### src/rtl/minicpu_pkg.sv
// Shared constants, state type and instruction field helpers for the MiniCPU
// program sequencer.
package minicpu_pkg;

    localparam int CMD_W   = 4;
    localparam int NUM_W   = 8;
    localparam int INSTR_W = CMD_W + NUM_W;

    localparam logic [CMD_W-1:0]   CMD_NOP   = 4'h0;
    localparam logic [INSTR_W-1:0] INSTR_NOP = {CMD_NOP, {NUM_W{1'b0}}};

    typedef enum logic [1:0] {
        IDLE,
        RUN,
        DRAIN
    } seq_state_e;

    function automatic logic [CMD_W-1:0] instr_cmd(input logic [INSTR_W-1:0] w);
        return w[INSTR_W-1:NUM_W];
    endfunction

    function automatic logic [NUM_W-1:0] instr_num(input logic [INSTR_W-1:0] w);
        return w[NUM_W-1:0];
    endfunction

endpackage

### src/rtl/seq_prog_buf.sv
// Program buffer: DEPTH x INSTR_W register array, written in order at count,
// read asynchronously at the sequencer's program counter.
module seq_prog_buf
    import minicpu_pkg::*;
#(
    parameter int DEPTH = 16
) (
    input  logic                     clk,
    input  logic                     rst_n,
    input  logic                     wr_en,
    input  logic [INSTR_W-1:0]       wr_data,
    input  logic                     clr,
    input  logic [$clog2(DEPTH)-1:0] rd_addr,
    output logic [INSTR_W-1:0]       rd_data,
    output logic [$clog2(DEPTH):0]   count,
    output logic                     full
);

    localparam int AW = $clog2(DEPTH);

    logic [INSTR_W-1:0] mem [DEPTH];

    // Contents survive reset; they become unreachable once count is zero.
    always_ff @(posedge clk) begin
        if (wr_en && !full) begin
            mem[count[AW-1:0]] <= wr_data;
        end
    end

    always_ff @(posedge clk or negedge rst_n) begin
        if (!rst_n) begin
            count <= '0;
        end else if (clr) begin
            count <= '0;
        end else if (wr_en && !full) begin
            count <= count + 1'b1;
        end
    end

    assign rd_data = mem[rd_addr];
    assign full    = count[AW];

endmodule

### src/rtl/minicpu_sequencer.sv
// Program sequencer for MiniCPU: buffers a short program, issues it one word
// per clock, tracks words through the datapath latency and captures the result.
module minicpu_sequencer
    import minicpu_pkg::*;
#(
    parameter int DEPTH = 16,
    parameter int LAT   = 1
) (
    input  logic                     CLK,
    input  logic                     RST_N,
    input  logic                     LOAD_VALID,
    input  logic [INSTR_W-1:0]       LOAD_DATA,
    output logic                     LOAD_READY,
    input  logic                     START,
    input  logic                     HALT_ON_OVF,
    output logic [INSTR_W-1:0]       CPU_IN,
    input  logic [NUM_W-1:0]         CPU_RESULT,
    input  logic                     CPU_OVERFLOW,
    output logic                     BUSY,
    output logic                     DONE,
    output logic                     ERR,
    output logic [NUM_W-1:0]         FINAL_RESULT,
    output logic [$clog2(DEPTH)-1:0] PC
);

    localparam int AW = $clog2(DEPTH);
    localparam logic [AW-1:0] PC_ONE  = AW'(1);
    localparam logic [AW:0]   CNT_ONE = (AW+1)'(1);

    seq_state_e         state;
    logic [INSTR_W-1:0] cpu_in_p0;
    logic [LAT:0]       vld_trk;
    logic [AW-1:0]      pc_q;
    logic               halt_q;
    logic               busy_q;
    logic               done_q;
    logic               err_q;
    logic [NUM_W-1:0]   final_q;

    logic               hs;
    logic               full;
    logic               buf_clr;
    logic [AW:0]        count;
    logic [AW:0]        load_cnt;
    logic [AW-1:0]      rd_addr;
    logic [INSTR_W-1:0] rd_data;
    logic [INSTR_W-1:0] first_word;
    logic               start_go;
    logic               ovf_abort;
    logic               drain_done;
    logic               last_issue;

    seq_prog_buf #(
        .DEPTH (DEPTH)
    ) u_buf (
        .clk     (CLK),
        .rst_n   (RST_N),
        .wr_en   (hs),
        .wr_data (LOAD_DATA),
        .clr     (buf_clr),
        .rd_addr (rd_addr),
        .rd_data (rd_data),
        .count   (count),
        .full    (full)
    );

    // Decoded from registered state only, so no input reaches it combinationally.
    assign LOAD_READY = (state == IDLE) && !full;
    assign hs         = LOAD_VALID && LOAD_READY;
    assign load_cnt   = count + {{AW{1'b0}}, hs};
    assign start_go   = (state == IDLE) && START && (load_cnt != '0);

    // Word 0 goes out on the START edge; an empty buffer means it is being loaded now.
    assign rd_addr    = (state == IDLE) ? '0 : pc_q;
    assign first_word = (count == '0) ? LOAD_DATA : rd_data;

    // vld_trk[0] is aligned with CPU_IN; vld_trk[LAT] marks a real word's effect.
    assign ovf_abort  = (state != IDLE) && halt_q && vld_trk[LAT] && CPU_OVERFLOW;
    assign drain_done = (state == DRAIN) && vld_trk[LAT] && (vld_trk[LAT-1:0] == '0);
    assign last_issue = ({1'b0, pc_q} == (count - 1'b1));
    assign buf_clr    = ovf_abort || drain_done;

    always_ff @(posedge CLK or negedge RST_N) begin
        if (!RST_N) begin
            state     <= IDLE;
            cpu_in_p0 <= INSTR_NOP;
            vld_trk   <= '0;
            pc_q      <= '0;
            halt_q    <= 1'b0;
            busy_q    <= 1'b0;
            done_q    <= 1'b0;
            err_q     <= 1'b0;
            final_q   <= '0;
        end else begin
            done_q    <= 1'b0;
            cpu_in_p0 <= INSTR_NOP;
            vld_trk   <= {vld_trk[LAT-1:0], 1'b0};
            case (state)
                IDLE: begin
                    if (start_go) begin
                        err_q     <= 1'b0;
                        halt_q    <= HALT_ON_OVF;
                        busy_q    <= 1'b1;
                        cpu_in_p0 <= first_word;
                        vld_trk   <= {vld_trk[LAT-1:0], 1'b1};
                        pc_q      <= PC_ONE;
                        state     <= (load_cnt == CNT_ONE) ? DRAIN : RUN;
                    end
                end
                RUN: begin
                    if (ovf_abort) begin
                        final_q <= CPU_RESULT;
                        err_q   <= 1'b1;
                        done_q  <= 1'b1;
                        busy_q  <= 1'b0;
                        vld_trk <= '0;
                        state   <= IDLE;
                    end else begin
                        cpu_in_p0 <= rd_data;
                        vld_trk   <= {vld_trk[LAT-1:0], 1'b1};
                        pc_q      <= pc_q + 1'b1;
                        if (last_issue) begin
                            state <= DRAIN;
                        end
                    end
                end
                DRAIN: begin
                    if (ovf_abort) begin
                        final_q <= CPU_RESULT;
                        err_q   <= 1'b1;
                        done_q  <= 1'b1;
                        busy_q  <= 1'b0;
                        vld_trk <= '0;
                        state   <= IDLE;
                    end else if (drain_done) begin
                        final_q <= CPU_RESULT;
                        done_q  <= 1'b1;
                        busy_q  <= 1'b0;
                        vld_trk <= '0;
                        state   <= IDLE;
                    end
                end
                default: state <= IDLE;
            endcase
        end
    end

    assign CPU_IN       = cpu_in_p0;
    assign BUSY         = busy_q;
    assign DONE         = done_q;
    assign ERR          = err_q;
    assign FINAL_RESULT = final_q;
    assign PC           = pc_q;

endmodule

### config.mk
export PLATFORM = sky130hd
export DESIGN_NAME = minicpu_sequencer
export DESIGN_NICKNAME = d
export VERILOG_FILES = /design/src/rtl/minicpu_pkg.sv /design/src/rtl/seq_prog_buf.sv /design/src/rtl/minicpu_sequencer.sv
export SDC_FILE = /design/constraint.sdc
export NUM_CORES = 1
export LEC_CHECK = 0
export CELL_PAD_IN_SITES_DETAIL_PLACEMENT = 2
export CELL_PAD_IN_SITES_GLOBAL_PLACEMENT = 2
export CORE_MARGIN = 2
export CORE_UTILIZATION = 46
export DETAILED_ROUTE_END_ITERATION = 7
export PLACE_DENSITY = 0.85
export RECOVER_POWER = 50
export SLEW_MARGIN = 20
export SYNTH_ARGS = -nofsm -noshare
export SYNTH_HDL_FRONTEND = slang
export SYNTH_SLANG_ARGS = --single-unit
### constraint.sdc
create_clock -name CLK -period 8.7 [get_ports CLK]
set_input_delay 1.74 -clock CLK [delete_from_list [all_inputs] [get_ports CLK]]
set_output_delay 1.74 -clock CLK [all_outputs]
set_load 0.02 [all_outputs]
-- Word level (Yosys, flattened, before mapping)
Memory sizes are Yosys's and may differ from the RTL's.
Index checks and enable logic that the tools add are counted.
- add/subtract/negate cells: 4
- equality and inequality tests: 10
- muxes and demuxes: 40
- bitwise operators: 1
- reductions and logical operators: 28
- operator list (cell ; number):
    $mux 12 ; 3
    $mux 8 ; 3
    $pmux 12 s2 ; 1
    $mux 2 ; 9
    $pmux 8 s2 ; 1
    $mux 1 ; 12
    $mux 4 ; 3
    $pmux 2 s3 ; 2
    $reduce_and 3->1 ; 4
    $logic_and 1x1->1 ; 10
    $mux 5 ; 2
    $reduce_bool 2->1 ; 5
    $pmux 4 s2 ; 1
    $ne 2x2->1 const B ; 3
    $ne 3x3->1 const B ; 2
    $add 5x1->5 ; 1
    $add 5x1->5 const B ; 1
    $eq 4x5->1 ; 1
    $eq 5x1->1 const B ; 1
    $logic_not 5->1 ; 1
    $reduce_bool 5->1 ; 1
    $sub 5x1->5 const B ; 1
    $add 4x1->4 const B ; 1
    $pmux 1 s2 ; 2
    other kinds (12) ; 12
- bits in registers: 37
- memory bits (writable): 192
- input bits: 26
- output and inout port bits: 28
- memories: 1
- memory list (name ; words ; width ; rd ports ; clocked after memory_dff ; write ports ; RTL line ; text):
    u_buf.mem ; 16 ; 12 ; 1 ; 0 ; 1 ; seq_prog_buf.sv:21 ; logic [INSTR_W-1:0] mem [DEPTH];

-- Longest topological paths before layout
- depth after elaboration: 8
- depth in mapped cells: 14
- depth with buffers taken out: 12

-- Cells and area by module
A second synthesis with hierarchy kept.
- cells, all modules: 502
- area, all modules: 9361.5 µm²
- modules (own cells, without submodules) (module ; times used ; cells each ; area each (µm²)):
    seq_prog_buf ; 1 ; 346 ; 7639.8
    minicpu_sequencer ; 1 ; 156 ; 1721.7

-- Worst setup path before layout
Ideal clock, no wire load.
- kind: input -> register
- start: input port LOAD_VALID
- end: register cpu_in_p0[0] (netlist: CPU_IN[0])
- arrival time: 3803 ps
- data required time: 8579 ps
- path slack: 4776 ps
- cell stages on the path: 11
- cell sequence: and2_1 -> clkbuf_1 -> ha_1 -> ha_1 -> and2_1 -> a21oi_1 -> o32a_4 -> o31ai_4 -> nor4_2 -> buf_6 -> a22o_1
- word-level cells in the longest chain between the ends: 6
- ends and longest elaborated chain (element ; RTL line ; text):
    start: declaration ; minicpu_sequencer.sv:11 ; input logic LOAD_VALID,
    $logic_and 1x1->1 ; minicpu_sequencer.sv:69 ; assign hs = LOAD_VALID && LOAD_READY;
    $add 5x1->5 ; minicpu_sequencer.sv:70 ; assign load_cnt = count + {{AW{1'b0}}, hs};
    $reduce_bool 5->1 ; minicpu_sequencer.sv:71 ; assign start_go = (state == IDLE) && START && (load_cnt != '0);
    $logic_and 1x1->1 ; minicpu_sequencer.sv:71 ;
    $mux 12 ; minicpu_sequencer.sv:100 ; if (start_go) begin
    $pmux 12 s2 ; minicpu_sequencer.sv:98 ; case (state)
    end signal: assignment ; minicpu_sequencer.sv:104 ; cpu_in_p0 <= first_word;
    end signal: assignment ; minicpu_sequencer.sv:119 ; cpu_in_p0 <= rd_data;
    end: declaration ; minicpu_sequencer.sv:31 ; logic [INSTR_W-1:0] cpu_in_p0;
No other way between the ends.
A chain may end at the register's enable or synchronous reset.

-- Final worst setup path
- start: input port LOAD_VALID
- end: register cpu_in_p0[9] (netlist: CPU_IN[9])
The elaborated chain is that of the path after synthesis.

==> results.ini <==
[outcome]
status = finished with violations
violations = max-capacitance violations, max-slew violations

[floorplan]
core_mm2 = 0.0202
die_x_um = 147
core.rowCount = 52
die_height_um = 147
initial_core_util_pct = 46.8
die_area_mm2 = 0.0217
pin_count = 54

[grt]
overflow = 0
antenna_found_initial = 0
grt_first_pass_wirelength_mm = 44.3
track_usage_pct = 27.8
grt_max_degree = 79
first_global_vias = 6711

[clock_network]
cts_resized = 0
cts-root-buf = clkbuf_16
htree_levels = 1
clk_pin_slew_worst_paths_ps = 50
ctsLongestPathBuffers = 3
holdBufCountCts = 0
clock-sinks = 229
insertion_delay_ps = 540
cts_tree = built
cts_buffers = 25
post_cts_buffers = 0

[synthesis]
synth_edf_count = 192
syn_avg_cell_area_um2 = 14.4
synth_top_cell_area_share_pct = 61.1
synth.area.top_cells = edfxtp_1 (61%), dfrtp_1 (9.8%), mux2_2 (3.9%), o21ai_0 (2.9%), mux2i_1 (2.7%)
synthArstFlopShare_pct = 16.2
yosysTopAreaCell = edfxtp_1
synth_area_mm2 = 0.00944
yosys_warnings = 0
syn_nets = 693
synth_ff_type = edfxtp_1
ys_types = 47
ys_seq_elements = 229
yosysSeqAreaShare_pct = 70.9
postSynthCellCount = 656

[final_layout]
drive_above_1_share_pct = 13.8
multiInputGateArea_mm2 = 0.00262
register_area_mm2 = 0.00669
antenna_cells = 0
fillers = 1834
nets = 738
area_growth_syn_to_layout_pct = 16.7

[route]
dr.pass1.iters = 5
via_count = 6042
via_per_inst = 6.10
route.detailed.drc = 0
wl_per_cell_um = 30.0
antenna_left = 0
drt-total-wl_mm = 29.7
drtIter0Drc = 377

[critical_path]
max_stage_delay_ps = 490
cp_common_cell = ha_1
crit_type = input pin to flop
critPathRequiredTime_ps = 9090
endpoint_kind = flop
crit_buf_inv = 1
crit_arrival_ps = 4780
crit_start = LOAD_VALID
path_cells = clkdlybuf4s50_1 -> and2_0 -> ha_1 -> ha_1 -> and2_1 -> a21oi_1 -> o32a_4 -> o31ai_4 -> o21ai_2 -> a22o_1
critPathTopFamily = compound AO/OA/AOI/OAI gates
r2r-start = state[0]
start_kind = input pin
cp_slowest_cell = o31ai_4
worstPathMaxFanout = 12

[sta]
fin_crit_sh_pct = 50.4
setup_viol = 0
clock_skew_ps = 26.9
setup_ws_ps = 4310
worstMarginPinSlew_ps = 2120
fmax_mhz = 228
period_needed_ps = 4390
finalHoldViolCount = 0
final.setup.tns_ps = 0
slew_violations = 38
rsz0062_at_grt = false
relSlewSlack_pct = -41.3

[pwr]
peakVddDrop_mv = 0.190
total_power_mw = 3.73
powerDensity_mw_per_mm2 = 339
leakagePower_nw = 3.68

[worst_hold_path]
hp-class = flop to flop
worstHoldStart = FINAL_RESULT[1]

[placed_design]
place_ws_ps = 3840
placement.io_buffers = 53
gp_congestion = 0.835
dp_hpwl_mm = 18.6

[job]
maxCapViolations = 1

[synthesized netlist by cell type (11+ instances only)]
library cell,count
mux2i_1,25
o22ai_1,36
a22o_1,14
mux2_2,33
o21ai_0,55
a21oi_1,22
clkbuf_1,24
a211oi_1,24
nor2_1,37
a31oi_1,14
nand2_1,51
buf_2,12
edfxtp_1,192
ha_1,11
dfrtp_1,37
[registers in the layout, summed over array words and instances (netlist names)]
name          flops
halt_q            1
DONE              1
BUSY              1
vld_trk           2
ERR               1
CPU_IN           12
state             2
u_buf.count       5
PC                4
u_buf.mem       192
FINAL_RESULT      8
[final timing paths]
check                             endpoint  slack [ps]  cells after the start
max reg2reg                      CPU_IN[9]        5080                     12
min in group asynchronous  FINAL_RESULT[6]        1830                      1
min reg2reg                FINAL_RESULT[1]         520                      1
max                              CPU_IN[9]        4310                     10
min                        FINAL_RESULT[1]         520                      1
max in group asynchronous            PC[1]        5500                      1
[power breakdown]
part           switching (mW)  internal, mW
registers               0.105          1.31
clock network           0.433         0.587
logic                   0.842         0.453
total                    1.38          2.35
[logic make-up (layout without fill, tap and decap cells)]
group / count (synthesis) / count (layout) / share of synthesized area [%]
muxes: 58 / 58 / 6.59
DFF: 229 / 229 / 70.9
and+or+nand+nor: 117 / 117 / 5.49
buffers and inverters: 48 / 112 / 2.23
AOI/OAI and AO/OA: 184 / 184 / 12.5
adders and majority gates: 11 / 11 / 1.46
xor gates and xnor gates: 9 / 9 / 0.835
[through the flow]
stage	utilization (%)	std cells	hold slack (ps)	instance area, um^2
2_1_floorplan	-	656	494	9440
3_3_place_gp	50.5	944	489	10200
3_5_place_dp	50.5	944	515	10200
4_1_cts	54.3	990	528	11000
5_1_grt	54.6	990	542	11000
6_report	54.6	990	521	11000
[cell type report]
type,count,area share [%]
Sequential cell,229,60.7
Multi-Input combinational cell,379,23.8
Clock buffer,37,6.36
Timing Repair Buffer,58,5.10
Tap cell,270,3.07
Clock inverter,9,0.670
Inverter,8,0.272
[metal layers]
| layer | track usage, % | routed length, um | vias up | part of all wire, % |
|---|---|---|---|---|
| li1 | - | - | 2618 | - |
| met1 | 34.6 | 11800 | 3177 | 40 |
| met2 | 50.4 | 15500 | 193 | 52 |
| met3 | 3.82 | 1430 | 54 | 4.8 |
| met4 | 8.37 | 906 | 0 | 3.0 |
| met5 | 0 | 0 | - | 0 |
[cell usage in the layout (no fill, tap or decap), types with 14 or more instances in the layout]
master	Yosys	layout
edfxtp_1	192	192
o21ai_0	55	55
nand2_1	51	51
clkdlybuf4s50_1	0	39
o22ai_1	36	36
dfrtp_1	37	35
mux2_2	33	33
nor2_1	37	26
mux2i_1	25	25
clkbuf_16	0	25
a211oi_1	24	24
a21oi_1	22	22
a31oi_1	14	14
a22o_1	14	14
Power figures use the tool's default switching activity.
